### src/rtl/button_conditioner.sv
// Conditions raw board buttons: 2-FF sync, counter debounce, press/release pulses,
// typematic auto-repeat and frame-aligned sticky press flags.
module button_conditioner #(
  parameter int N_BTN           = 5,
  parameter int DEBOUNCE_CYCLES = 360000,
  parameter int REPEAT_DELAY    = 18000000,
  parameter int REPEAT_PERIOD   = 3600000
) (
  input  logic             pixel_clk,
  input  logic             rst,
  input  logic [N_BTN-1:0] btn_raw,
  input  logic             frame_tick,
  output logic [N_BTN-1:0] btn_level,
  output logic [N_BTN-1:0] btn_press,
  output logic [N_BTN-1:0] btn_release,
  output logic [N_BTN-1:0] btn_repeat,
  output logic [N_BTN-1:0] btn_frame_evt
);

  localparam int DW   = $clog2(DEBOUNCE_CYCLES);
  localparam int RMAX = (REPEAT_DELAY > REPEAT_PERIOD) ? REPEAT_DELAY : REPEAT_PERIOD;
  localparam int RW   = $clog2(RMAX);

  localparam logic [DW-1:0] DEB_LAST    = DW'(DEBOUNCE_CYCLES - 1);
  localparam logic [DW-1:0] DEB_ONE     = DW'(1);
  localparam logic [RW-1:0] DELAY_LAST  = RW'(REPEAT_DELAY - 1);
  localparam logic [RW-1:0] PERIOD_LAST = RW'(REPEAT_PERIOD - 1);
  localparam logic [RW-1:0] RCNT_ONE    = RW'(1);

  typedef enum logic [1:0] {
    ST_IDLE   = 2'd0,
    ST_DELAY  = 2'd1,
    ST_REPEAT = 2'd2
  } rpt_state_t;

  logic [N_BTN-1:0] sync1_r;
  logic [N_BTN-1:0] sync2_r;
  logic [DW-1:0]    deb_cnt_r [N_BTN];
  logic [N_BTN-1:0] accept_s;
  logic [N_BTN-1:0] rise_s;
  logic [N_BTN-1:0] fall_s;

  rpt_state_t       state_r      [N_BTN];
  rpt_state_t       state_next_s [N_BTN];
  logic [RW-1:0]    rcnt_r       [N_BTN];
  logic [RW-1:0]    rcnt_next_s  [N_BTN];
  logic [N_BTN-1:0] rpt_pulse_s;

  logic [N_BTN-1:0] sticky_r;

  // Debounce decision: a change is accepted on the last counted cycle of disagreement.
  always_comb begin
    accept_s = '0;
    rise_s   = '0;
    fall_s   = '0;
    for (int i = 0; i < N_BTN; i++) begin
      accept_s[i] = (sync2_r[i] != btn_level[i]) && (deb_cnt_r[i] == DEB_LAST);
      rise_s[i]   = accept_s[i] & sync2_r[i];
      fall_s[i]   = accept_s[i] & ~sync2_r[i];
    end
  end

  // Synchronizer, debounce counters, level and edge pulses.
  always_ff @(posedge pixel_clk or posedge rst) begin
    if (rst) begin
      sync1_r     <= '0;
      sync2_r     <= '0;
      btn_level   <= '0;
      btn_press   <= '0;
      btn_release <= '0;
      for (int i = 0; i < N_BTN; i++) begin
        deb_cnt_r[i] <= '0;
      end
    end else begin
      sync1_r     <= btn_raw;
      sync2_r     <= sync1_r;
      btn_press   <= rise_s;
      btn_release <= fall_s;
      for (int i = 0; i < N_BTN; i++) begin
        if (accept_s[i]) begin
          btn_level[i] <= sync2_r[i];
          deb_cnt_r[i] <= '0;
        end else if (sync2_r[i] != btn_level[i]) begin
          btn_level[i] <= btn_level[i];
          deb_cnt_r[i] <= deb_cnt_r[i] + DEB_ONE;
        end else begin
          btn_level[i] <= btn_level[i];
          deb_cnt_r[i] <= '0;
        end
      end
    end
  end

  // Auto-repeat next state; a release overrides any pending pulse in the same cycle.
  always_comb begin
    state_next_s = state_r;
    rcnt_next_s  = rcnt_r;
    rpt_pulse_s  = '0;
    for (int i = 0; i < N_BTN; i++) begin
      if (fall_s[i]) begin
        state_next_s[i] = ST_IDLE;
        rcnt_next_s[i]  = '0;
      end else begin
        case (state_r[i])
          ST_IDLE: begin
            if (rise_s[i]) begin
              state_next_s[i] = ST_DELAY;
              rcnt_next_s[i]  = '0;
              rpt_pulse_s[i]  = 1'b1;
            end else begin
              state_next_s[i] = ST_IDLE;
              rcnt_next_s[i]  = '0;
            end
          end
          ST_DELAY: begin
            if (rcnt_r[i] == DELAY_LAST) begin
              state_next_s[i] = ST_REPEAT;
              rcnt_next_s[i]  = '0;
              rpt_pulse_s[i]  = 1'b1;
            end else begin
              state_next_s[i] = ST_DELAY;
              rcnt_next_s[i]  = rcnt_r[i] + RCNT_ONE;
            end
          end
          ST_REPEAT: begin
            if (rcnt_r[i] == PERIOD_LAST) begin
              state_next_s[i] = ST_REPEAT;
              rcnt_next_s[i]  = '0;
              rpt_pulse_s[i]  = 1'b1;
            end else begin
              state_next_s[i] = ST_REPEAT;
              rcnt_next_s[i]  = rcnt_r[i] + RCNT_ONE;
            end
          end
          default: begin
            state_next_s[i] = ST_IDLE;
            rcnt_next_s[i]  = '0;
          end
        endcase
      end
    end
  end

  // Auto-repeat state register and registered repeat pulse.
  always_ff @(posedge pixel_clk or posedge rst) begin
    if (rst) begin
      btn_repeat <= '0;
      for (int i = 0; i < N_BTN; i++) begin
        state_r[i] <= ST_IDLE;
        rcnt_r[i]  <= '0;
      end
    end else begin
      btn_repeat <= rpt_pulse_s;
      state_r    <= state_next_s;
      rcnt_r     <= rcnt_next_s;
    end
  end

  // Frame sticky: a press coincident with frame_tick goes straight into this frame's flags.
  always_ff @(posedge pixel_clk or posedge rst) begin
    if (rst) begin
      sticky_r      <= '0;
      btn_frame_evt <= '0;
    end else if (frame_tick) begin
      btn_frame_evt <= sticky_r | btn_press;
      sticky_r      <= '0;
    end else begin
      btn_frame_evt <= btn_frame_evt;
      sticky_r      <= sticky_r | btn_press;
    end
  end

endmodule

### config.mk
export PLATFORM = sky130hd
export DESIGN_NAME = button_conditioner
export DESIGN_NICKNAME = d
export VERILOG_FILES = /design/src/rtl/button_conditioner.sv
export SDC_FILE = /design/constraint.sdc
export NUM_CORES = 1
export LEC_CHECK = 0
export BUFFER_PORTS_ARGS = -buffer_cell sky130_fd_sc_hd__clkbuf_2
export CAP_MARGIN = 20
export CELL_PAD_IN_SITES_DETAIL_PLACEMENT = 1
export CELL_PAD_IN_SITES_GLOBAL_PLACEMENT = 1
export CORE_ASPECT_RATIO = 1.2
export CORE_MARGIN = 3
export CORE_UTILIZATION = 40
export CTS_BUF_LIST = sky130_fd_sc_hd__clkbuf_8
export CTS_CLUSTER_DIAMETER = 40
export DETAILED_ROUTE_END_ITERATION = 6
export PLACE_DENSITY_LB_ADDON = 0.1
export REMOVE_ABC_BUFFERS = 1
export SYNTH_ARGS = -nofsm -noshare
export SYNTH_HDL_FRONTEND = slang
export SYNTH_SLANG_ARGS = --single-unit
### constraint.sdc
create_clock -name pixel_clk -period 7.95 [get_ports pixel_clk]
set_input_delay 0 -clock pixel_clk [delete_from_list [all_inputs] [get_ports pixel_clk]]
set_output_delay 0 -clock pixel_clk [all_outputs]
set_load 0.005 [all_outputs]
==> results.json, run 1 <==
{
  "antennaDiodeCount": 0,
  "first_pass_iters": 4,
  "syn_avg_cell_area_um2": 10.1,
  "areaGrowthSynthToFinish_pct": 14.2,
  "yosysTopAreaCellShare": 0.512,
  "yosys_warnings": 0,
  "holdWs_ns": 0.0840,
  "grt_pass1_wl_um": 49000,
  "hpwl_um": 18600,
  "grt_antenna_before_repair": 0,
  "syn_area_um2": 13200,
  "fillCellCount": 3656,
  "htree_num_levels": 2,
  "min_path_cells": 2,
  "drive_gt1_frac": 0.111,
  "cp-start-kind": "register",
  "cp_max_fo": 25,
  "run_status": "finished clean",
  "post_drt_wl_per_cell_um": 15.1,
  "cts.root.buffer_cell": "clkbuf_8",
  "cts_tree": "yes",
  "synth_top_area_cell": "dfrtp_1",
  "viasPerCell": 5.17,
  "fin_skew_ns": 0.0202,
  "core_area_um2": 32300,
  "grt_pass1_vias": 10181,
  "crit_chain": "ha_1, nand3_1, or2_1, nor4_2, a211o_2, nor2_1",
  "cp_top_family": "simple AND/OR/NAND/NOR gates",
  "r2r_slack_ns": 5.58,
  "ant_nets": 0,
  "dpl_worst_slack_ns": 5.28,
  "critPathCaptureType": "register",
  "r2r-end": "rcnt_r[47]",
  "gp_congestion": 0.747,
  "fin_ws_ns": 5.58,
  "finalSetupViolCount": 0,
  "dominantRegCellSynth": "dfrtp_1",
  "vdd_drop_max_uv": 164,
  "crit_path_max_incr_delay_ns": 0.55,
  "path_class": "reg -> reg",
  "synth-seq-area-share": 0.512,
  "dr.first_iter.drc_count": 397,
  "initial_core_util": 0.408,
  "synth_edf_count": 0,
  "period_share": 0.297,
  "grt_usage": 0.166,
  "numCtsBuffers": 51,
  "max_freq_mhz": 423,
  "post-route-min-period_ns": 2.37,
  "rr_startpoint": "deb_cnt_r[19]",
  "crit_end": "rcnt_r[47]",
  "max_slew_margin": 0.401,
  "grt_max_degree": 95,
  "cp.depth": 6,
  "die_w_um": 172,
  "async_flop_share": 1.00,
  "p_leak_nw": 6.30,
  "io_buffer_count": 32,
  "startpoint": "deb_cnt_r[19]",
  "crit_arrival_ns": 2.79,
  "clk_latency_ns": 0.57,
  "tns_ns": 0,
  "stdcell_count": 1831,
  "ios": 33,
  "synthTopCellsByArea": "dfrtp_1 51%, nor2_1 7.8%, xor2_1 7.6%",
  "drc": 0,
  "dp.cells": 1727,
  "finalWirelength_um": 27700,
  "clkSinkCount": 270,
  "rsz0062_at_grt": "no",
  "die_h_um": 205,
  "synth-seq-cells": 270,
  "power.total_mw": 3.03,
  "reg2reg_depth": 6,
  "clockBufferDepth": 3,
  "required_ns": 8.37,
  "vias": 9472,
  "cts_resized": 0,
  "die_area_um2": 35200,
  "fin_nets": 1422,
  "synthCells": 1308,
  "maxCapViolCount": 0,
  "synth_common_cells": "275 x nor2_1, 270 x dfrtp_1, 115 x xor2_1, 88 x nand2_1, 84 x xnor2_1",
  "powerDensity_nw_per_um2": 201,
  "rows": 72,
  "slew_viol_final": 0,
  "yosysUniqueCellTypes": 60,
  "hp-class": "in -> reg",
  "worst_slew_pin_slew_ns": 0.898,
  "finalHoldViolations": 0,
  "clkTransAtPathRegs_ns": 0.06,
  "worst-path-buf-inv": 0,
  "slowest_stage": "nor4_2",
  "yosysMostFrequentCell": "nor2_1",
  "overflow": 0
}
[kinds of logic (layout without fill, tap and decap cells)]
group | Yosys count | in the layout | synth area share
AOI/OAI and AO/OA | 46 | 46 | 0.0294
buffers and inverters | 73 | 189 | 0.0260
muxes | 5 | 5 | 0.00427
DFF | 270 | 270 | 0.512
adders and majority gates | 30 | 30 | 0.0285
xor gates and xnor gates | 199 | 199 | 0.132
and+or+nand+nor | 685 | 685 | 0.267
[stage by stage]
step	area, um2	util
global placement	13700	0.424
detailed placement	13700	0.425
floorplan	13000	-
CTS	15000	0.465
global route	15100	0.466
finish	15100	0.466
[layer usage]
metal	wire, um	share of wire	track usage
met5	0	0	0
met2	13400	0.48	0.281
met3	853	0.031	0.0299
met4	600	0.022	0.0491
met1	12800	0.46	0.216
[registers in the layout, indices dropped and copies added, names as in the netlist]
register       flops
state_r           10
sync2_r            5
sticky_r           5
btn_press          5
btn_level          5
deb_cnt_r         95
btn_frame_evt      5
btn_release        5
btn_repeat         5
rcnt_r           125
sync1_r            5
[cell usage in the layout (no fill, tap or decap), drive strengths merged, types with 3 or more instances in the layout]
cell type / instances
nor2: 275
dfrtp: 270
xor2: 115
clkbuf: 99
nand2: 88
xnor2: 84
nand3: 75
nand4: 59
inv: 56
and3: 43
ha: 30
and4: 23
nor3: 21
nor4: 17
nor4b: 12
nand2b: 11
a21oi: 11
and2: 9
a211oi: 9
or4: 8
clkinv: 8
buf: 8
nor3b: 7
bufinv: 7
dlygate4sd3: 7
nor4bb: 6
o31ai: 6
or3: 6
nor2b: 5
mux2: 5
or4b: 5
nand4b: 4
clkinvlp: 4
or2: 4
a211o: 3
[worst reg2reg max path, delay by kind of cell (launching register included)]
| kind | cells | cell delay [ns] |
|---|---|---|
| AOI/OAI and AO/OA | 1 | 0.50 |
| adders and majority gates | 1 | 0.21 |
| DFF | 1 | 0.39 |
| and+or+nand+nor | 4 | 1.13 |
[where the power goes]
part           internal (mW)  switching [mW]  leakage [nW]
combinational         0.0140          0.0454          1.93
sequential              1.39         0.00838          3.73
clock                  0.976           0.604         0.648
[cell type report]
cell class,count,area [um2],share of cell area
Sequential cell,270,6760,0.449
Multi-Input combinational cell,965,6080,0.404
Clock buffer,66,908,0.0603
Tap cell,407,509,0.0338
Clock inverter,27,314,0.0209
Timing Repair Buffer,48,295,0.0196
Inverter,48,188,0.0125
[what timing repair did]
action,4_1_cts,5_1_grt
setup endpoints to repair,0,0
buffers inserted,0,0
hold buffers,7,0
hold endpoints to repair,106,0
[worst min path at each step]
stage,from,slack (ns),end
after global placement,btn_raw[1],0.11,sync1_r[1]
after CTS,btn_raw[1],0.03,sync1_r[1]
final,btn_raw[0],0.08,sync1_r[0]
after floorplan,btn_raw[0],0.03,sync1_r[0]
after detailed placement,btn_raw[1],0.11,sync1_r[1]
after global routing,btn_raw[0],0.04,sync1_r[0]
Note: power is estimated with default switching activity, not from simulation.
==> inputs of run 2 (changes only) <==
Clock period 7.95 ns to 1.9 ns, I/O delays scaled along.
==> results.json, run 2 (synthesis results as in run 1) <==
{
  "run_status": "complete, but fails checks",
  "failed_checks": "negative setup slack",
  "die_w_um": 172,
  "cp_max_fo": 7,
  "hp-class": "in -> reg",
  "worst_slew_pin_slew_ns": 0.537,
  "max_freq_mhz": 493,
  "tns_ns": -7.35,
  "fin_ws_ns": -0.130,
  "stdcell_area_um2": 17600,
  "vias": 10400,
  "grt_pass1_wl_um": 53800,
  "period_share": 1.07,
  "p_leak_nw": 7.45,
  "rsz0062_at_grt": "yes",
  "grt_antenna_before_repair": 0,
  "post_drt_wl_per_cell_um": 16.2,
  "maxCapViolCount": 0,
  "mostFrequentLayoutCells": "266 x dfrtp_1, 177 x nor2_1, 168 x buf_4",
  "drc": 0,
  "wl_met1_um": 14200,
  "gp_congestion": 0.795,
  "dpl_worst_slack_ns": -0.0945,
  "cp-start-kind": "register",
  "clkSinkCount": 270,
  "hpwl_um": 21200,
  "regMostFlops": "rcnt_r",
  "grt_max_degree": 66,
  "multi_input_area_um2": 7040,
  "cts_tree": "yes",
  "cts.root.buffer_cell": "clkbuf_8",
  "ios": 33,
  "regArea_um2": 6760,
  "initial_core_util": 0.408,
  "antennaDiodeCount": 0,
  "clkTransAtPathRegs_ns": 0.06,
  "finalSetupViolCount": 126,
  "finalWirelength_um": 32900,
  "areaGrowthSynthToFinish_pct": 33.8,
  "met3_length_um": 974,
  "io_buffer_count": 32,
  "grt_pass1_vias": 11159,
  "post-route-min-period_ns": 2.03,
  "powerDensity_nw_per_um2": 684,
  "critPathCaptureType": "register",
  "grt_usage": 0.184,
  "rows": 72,
  "ant_nets": 0,
  "routed-wl-met2_um": 17000,
  "die_h_um": 205,
  "overflow": 0,
  "fin_nets": 1621,
  "crit_arrival_ns": 2.49,
  "viasPerCell": 5.13,
  "reg_top3": "rcnt_r (125), deb_cnt_r (95), state_r (10)",
  "slew_viol_final": 0,
  "place_area_um2": 15100,
  "final_common_cell": "dfrtp_1",
  "max_slew_margin": 0.642,
  "final_util": 0.545,
  "die_area_um2": 35200,
  "required_ns": 2.36,
  "first_pass_iters": 5,
  "fillCellCount": 3533,
  "fin_skew_ns": 0.0310,
  "vdd_drop_max_uv": 447,
  "core_area_um2": 32300,
  "dr.first_iter.drc_count": 270,
  "numCtsBuffers": 51,
  "clockBufferDepth": 3,
  "holdWs_ns": 0.0655,
  "path_class": "reg -> reg",
  "drive_gt1_frac": 0.307,
  "topRoutingLayerUsed": "met4",
  "finalHoldViolations": 0,
  "clk_latency_ns": 0.60,
  "largest_register_ffs": 125,
  "htree_num_levels": 2
}
run 2: changes by cell type in the layout (fill, tap and decap cells not counted), moves of 6 or more:
cell,previous run,this run
clkbuf_16,0,6
nor2_1,275,177
buf_6,2,10
buf_12,0,13
buf_4,3,168
nor2_2,0,47
nor2_4,0,51
a211o_4,2,9
run 2: path summary, 6_finish.rpt:
check / depth (start not counted) / slack (ns) / start / endpoint
max: 7 / -0.13 / rcnt_r[119] / rcnt_r[102]
min: 2 / 0.07 / btn_raw[0] / sync1_r[0]
max reg2reg: 7 / -0.13 / rcnt_r[119] / rcnt_r[102]
min reg2reg: 0 / 0.35 / sync1_r[2] / sync2_r[2]
max in group asynchronous: 5 / 0.60 / rst / rcnt_r[122]
min in group asynchronous: 4 / 0.62 / rst / rcnt_r[26]
run 2: final cells by class:
cell class | instances | area share
multi-input combinational | 971 | 0.399
sequential | 270 | 0.383
timing repair buffer | 241 | 0.118
clock buffer | 65 | 0.0507
tap | 407 | 0.0289
inverter | 48 | 0.0106
clock inverter | 25 | 0.00972
run 2: critical path: stages, from the launching register on:
cell and delay, ns:
dfrtp_1 0.38, or4b_4 0.55, nor3_4 0.20, a41oi_2 0.15, o211ai_2 0.28, buf_6 0.17, buf_12 0.15, nor2_4 0.04
run 2: per-stage QoR:
stage	instances	total power [mW]
floorplan	1283	6.09
global placement	1894	6.24
detailed placement	1894	6.25
CTS	2005	12.3
global route	2027	12.7
finish	2027	12.1
run 2: metal layers:
metal / global-route usage / vias to the layer above
met2: 0.319 / 110
met3: 0.0324 / 53
met5: 0 / -
met1: 0.233 / 5200
met4: 0.0559 / 0
li1: - / 5037
run 2: timing repair:
action	CTS	global route
gates resized for setup	36	212
pin swaps	16	105
gates cloned	6	10
setup buffers	6	13
hold endpoints to repair	285	0
hold buffers	9	0
setup endpoints to repair	157	235
run 2: power breakdown:
group | switching [mW] | leakage, nW | internal [mW] | total (mW)
sequential | 0.0357 | 3.72 | 5.80 | 5.83
combinational | 0.228 | 3.14 | 0.146 | 0.374
clock | 2.52 | 0.586 | 3.34 | 5.86
==> inputs of run 3 (changes only) <==
Settings changed: CELL_PAD_IN_SITES_DETAIL_PLACEMENT 1 to unset, CELL_PAD_IN_SITES_GLOBAL_PLACEMENT 1 to unset, CORE_UTILIZATION 40 to 30, PLACE_DENSITY_LB_ADDON 0.1 to unset.
==> results.json, run 3 (synthesis results as in run 1) <==
{
  "startpoint": "rcnt_r[37]",
  "numCtsBuffers": 53,
  "clk_latency_ns": 0.61,
  "regArea_um2": 6760,
  "multi_input_area_um2": 6990,
  "slew_viol_final": 0,
  "holdWs_ns": 0.0634,
  "powerDensity_nw_per_um2": 716,
  "fin_ws_ns": -0.124,
  "hpwl_um": 18700,
  "required_ns": 2.39,
  "grt_usage": 0.126,
  "max_freq_mhz": 494,
  "io_buffer_count": 32,
  "core_area_um2": 43100,
  "crit_end": "rcnt_r[33]",
  "die_h_um": 236,
  "gp_congestion": 0.772,
  "grt_antenna_before_repair": 0,
  "largest_register_ffs": 125,
  "hp-class": "in -> reg",
  "post_drt_wl_per_cell_um": 13.9,
  "fillCellCount": 4028,
  "finalHoldViolations": 0,
  "regMostFlops": "rcnt_r",
  "failed_checks": "negative setup slack",
  "cp_max_fo": 6,
  "path_class": "reg -> reg",
  "cp-start-kind": "register",
  "period_share": 1.07,
  "ios": 33,
  "overflow": 0,
  "r2r-end": "rcnt_r[33]",
  "clkTransAtPathRegs_ns": 0.05,
  "reg2reg_depth": 7,
  "rr_startpoint": "rcnt_r[37]",
  "clkSinkCount": 270,
  "cts.root.buffer_cell": "clkbuf_8",
  "final_common_cell": "dfrtp_1",
  "mostFrequentLayoutCells": "267 x dfrtp_1, 184 x nor2_1, 144 x buf_4",
  "rsz0062_at_grt": "yes",
  "dr.first_iter.drc_count": 392,
  "initial_core_util": 0.306,
  "htree_num_levels": 2,
  "grt_max_degree": 72,
  "fin_skew_ns": 0.0142,
  "run_status": "complete, but fails checks",
  "die_area_um2": 46500,
  "worst_slew_pin_slew_ns": 0.543,
  "critPathCaptureType": "register",
  "ant_nets": 0,
  "maxCapViolCount": 0,
  "fin_nets": 1599,
  "vdd_drop_max_uv": 393,
  "grt_pass1_wl_um": 50000,
  "viasPerCell": 4.75,
  "areaGrowthSynthToFinish_pct": 34.8,
  "p_leak_nw": 7.37,
  "r2r_slack_ns": -0.12,
  "vias": 10223,
  "antennaDiodeCount": 0,
  "cts_tree": "yes",
  "drive_gt1_frac": 0.292,
  "die_w_um": 197,
  "drc": 0,
  "max_slew_margin": 0.638,
  "clockBufferDepth": 3,
  "finalWirelength_um": 29800,
  "first_pass_iters": 5,
  "grt_pass1_vias": 10590,
  "crit_arrival_ns": 2.52,
  "final_util": 0.412,
  "finalSetupViolCount": 105,
  "reg_top3": "rcnt_r (125), deb_cnt_r (95), state_r (10)",
  "post-route-min-period_ns": 2.02,
  "rows": 83
}
==> run 3: worst min-delay path by stage <==
stage	from	cells after the start	slack, ns	endpoint
after CTS	btn_raw[3]	2	0.009	sync1_r[3]
after floorplan	btn_raw[0]	0	0.03	sync1_r[0]
after detailed placement	btn_raw[2]	1	0.11	sync1_r[2]
final	btn_raw[3]	2	0.06	sync1_r[3]
after global routing	btn_raw[3]	2	0.05	sync1_r[3]
after global placement	rst	2	0.11	btn_release[2]
==> run 3: final cells by class <==
| type | instances | share of cell area |
|---|---|---|
| multi-input cells | 971 | 0.394 |
| flip-flops and latches | 270 | 0.380 |
| repair buffers | 217 | 0.108 |
| clock buffers | 69 | 0.0534 |
| well taps | 552 | 0.0389 |
| clock inverters | 27 | 0.0148 |
| inverters | 48 | 0.0106 |
==> run 3: layer usage <==
metal / track usage / vias up / wire length, um
met2: 0.221 / 157 / 15100
li1: - / 5002 / -
met4: 0.0471 / 0 / 880
met5: 0 / - / 0
met1: 0.149 / 4999 / 12600
met3: 0.0309 / 65 / 1280
==> run 3: worst max-delay path, stage by stage, from the launching register on <==
cell and delay, ns:
dfrtp_1 0.40, nor4b_4 0.28, or4b_4 0.51, o31ai_4 0.19, a211o_4 0.19, buf_12 0.13
clkbuf_16 0.16, nor2_2 0.04
==> run 3: timing repair <==
item | 4_1_cts | 5_1_grt
resized for setup | 53 | 173
hold endpoints to repair | 285 | 0
pin swaps | 25 | 89
endpoints found under the setup margin | 130 | 214
gates cloned | 8 | 9
setup buffers | 10 | 7
hold buffers | 12 | 0
==> run 3: metrics by stage <==
step | TNS (ns) | setup WS, ns | total power [mW] | instance area (um2) | cells
after floorplan | -1509.14 | -5.54 | 6.09 | 13000 | 1283
after global placement | -4.62 | -0.0947 | 6.23 | 15100 | 2013
after detailed placement | -6.27 | -0.143 | 6.24 | 15100 | 2013
after CTS | -3.82 | -0.0758 | 12.9 | 16900 | 2139
after global routing | -18.66 | -0.199 | 13.3 | 17800 | 2154
final | -5.56 | -0.124 | 12.7 | 17800 | 2154
==> run 3: where the power goes <==
part	internal, mW	leakage [nW]	switching (mW)
Combinational	0.138	2.99	0.223
Clock	3.94	0.656	2.59
Sequential	5.80	3.73	0.0346
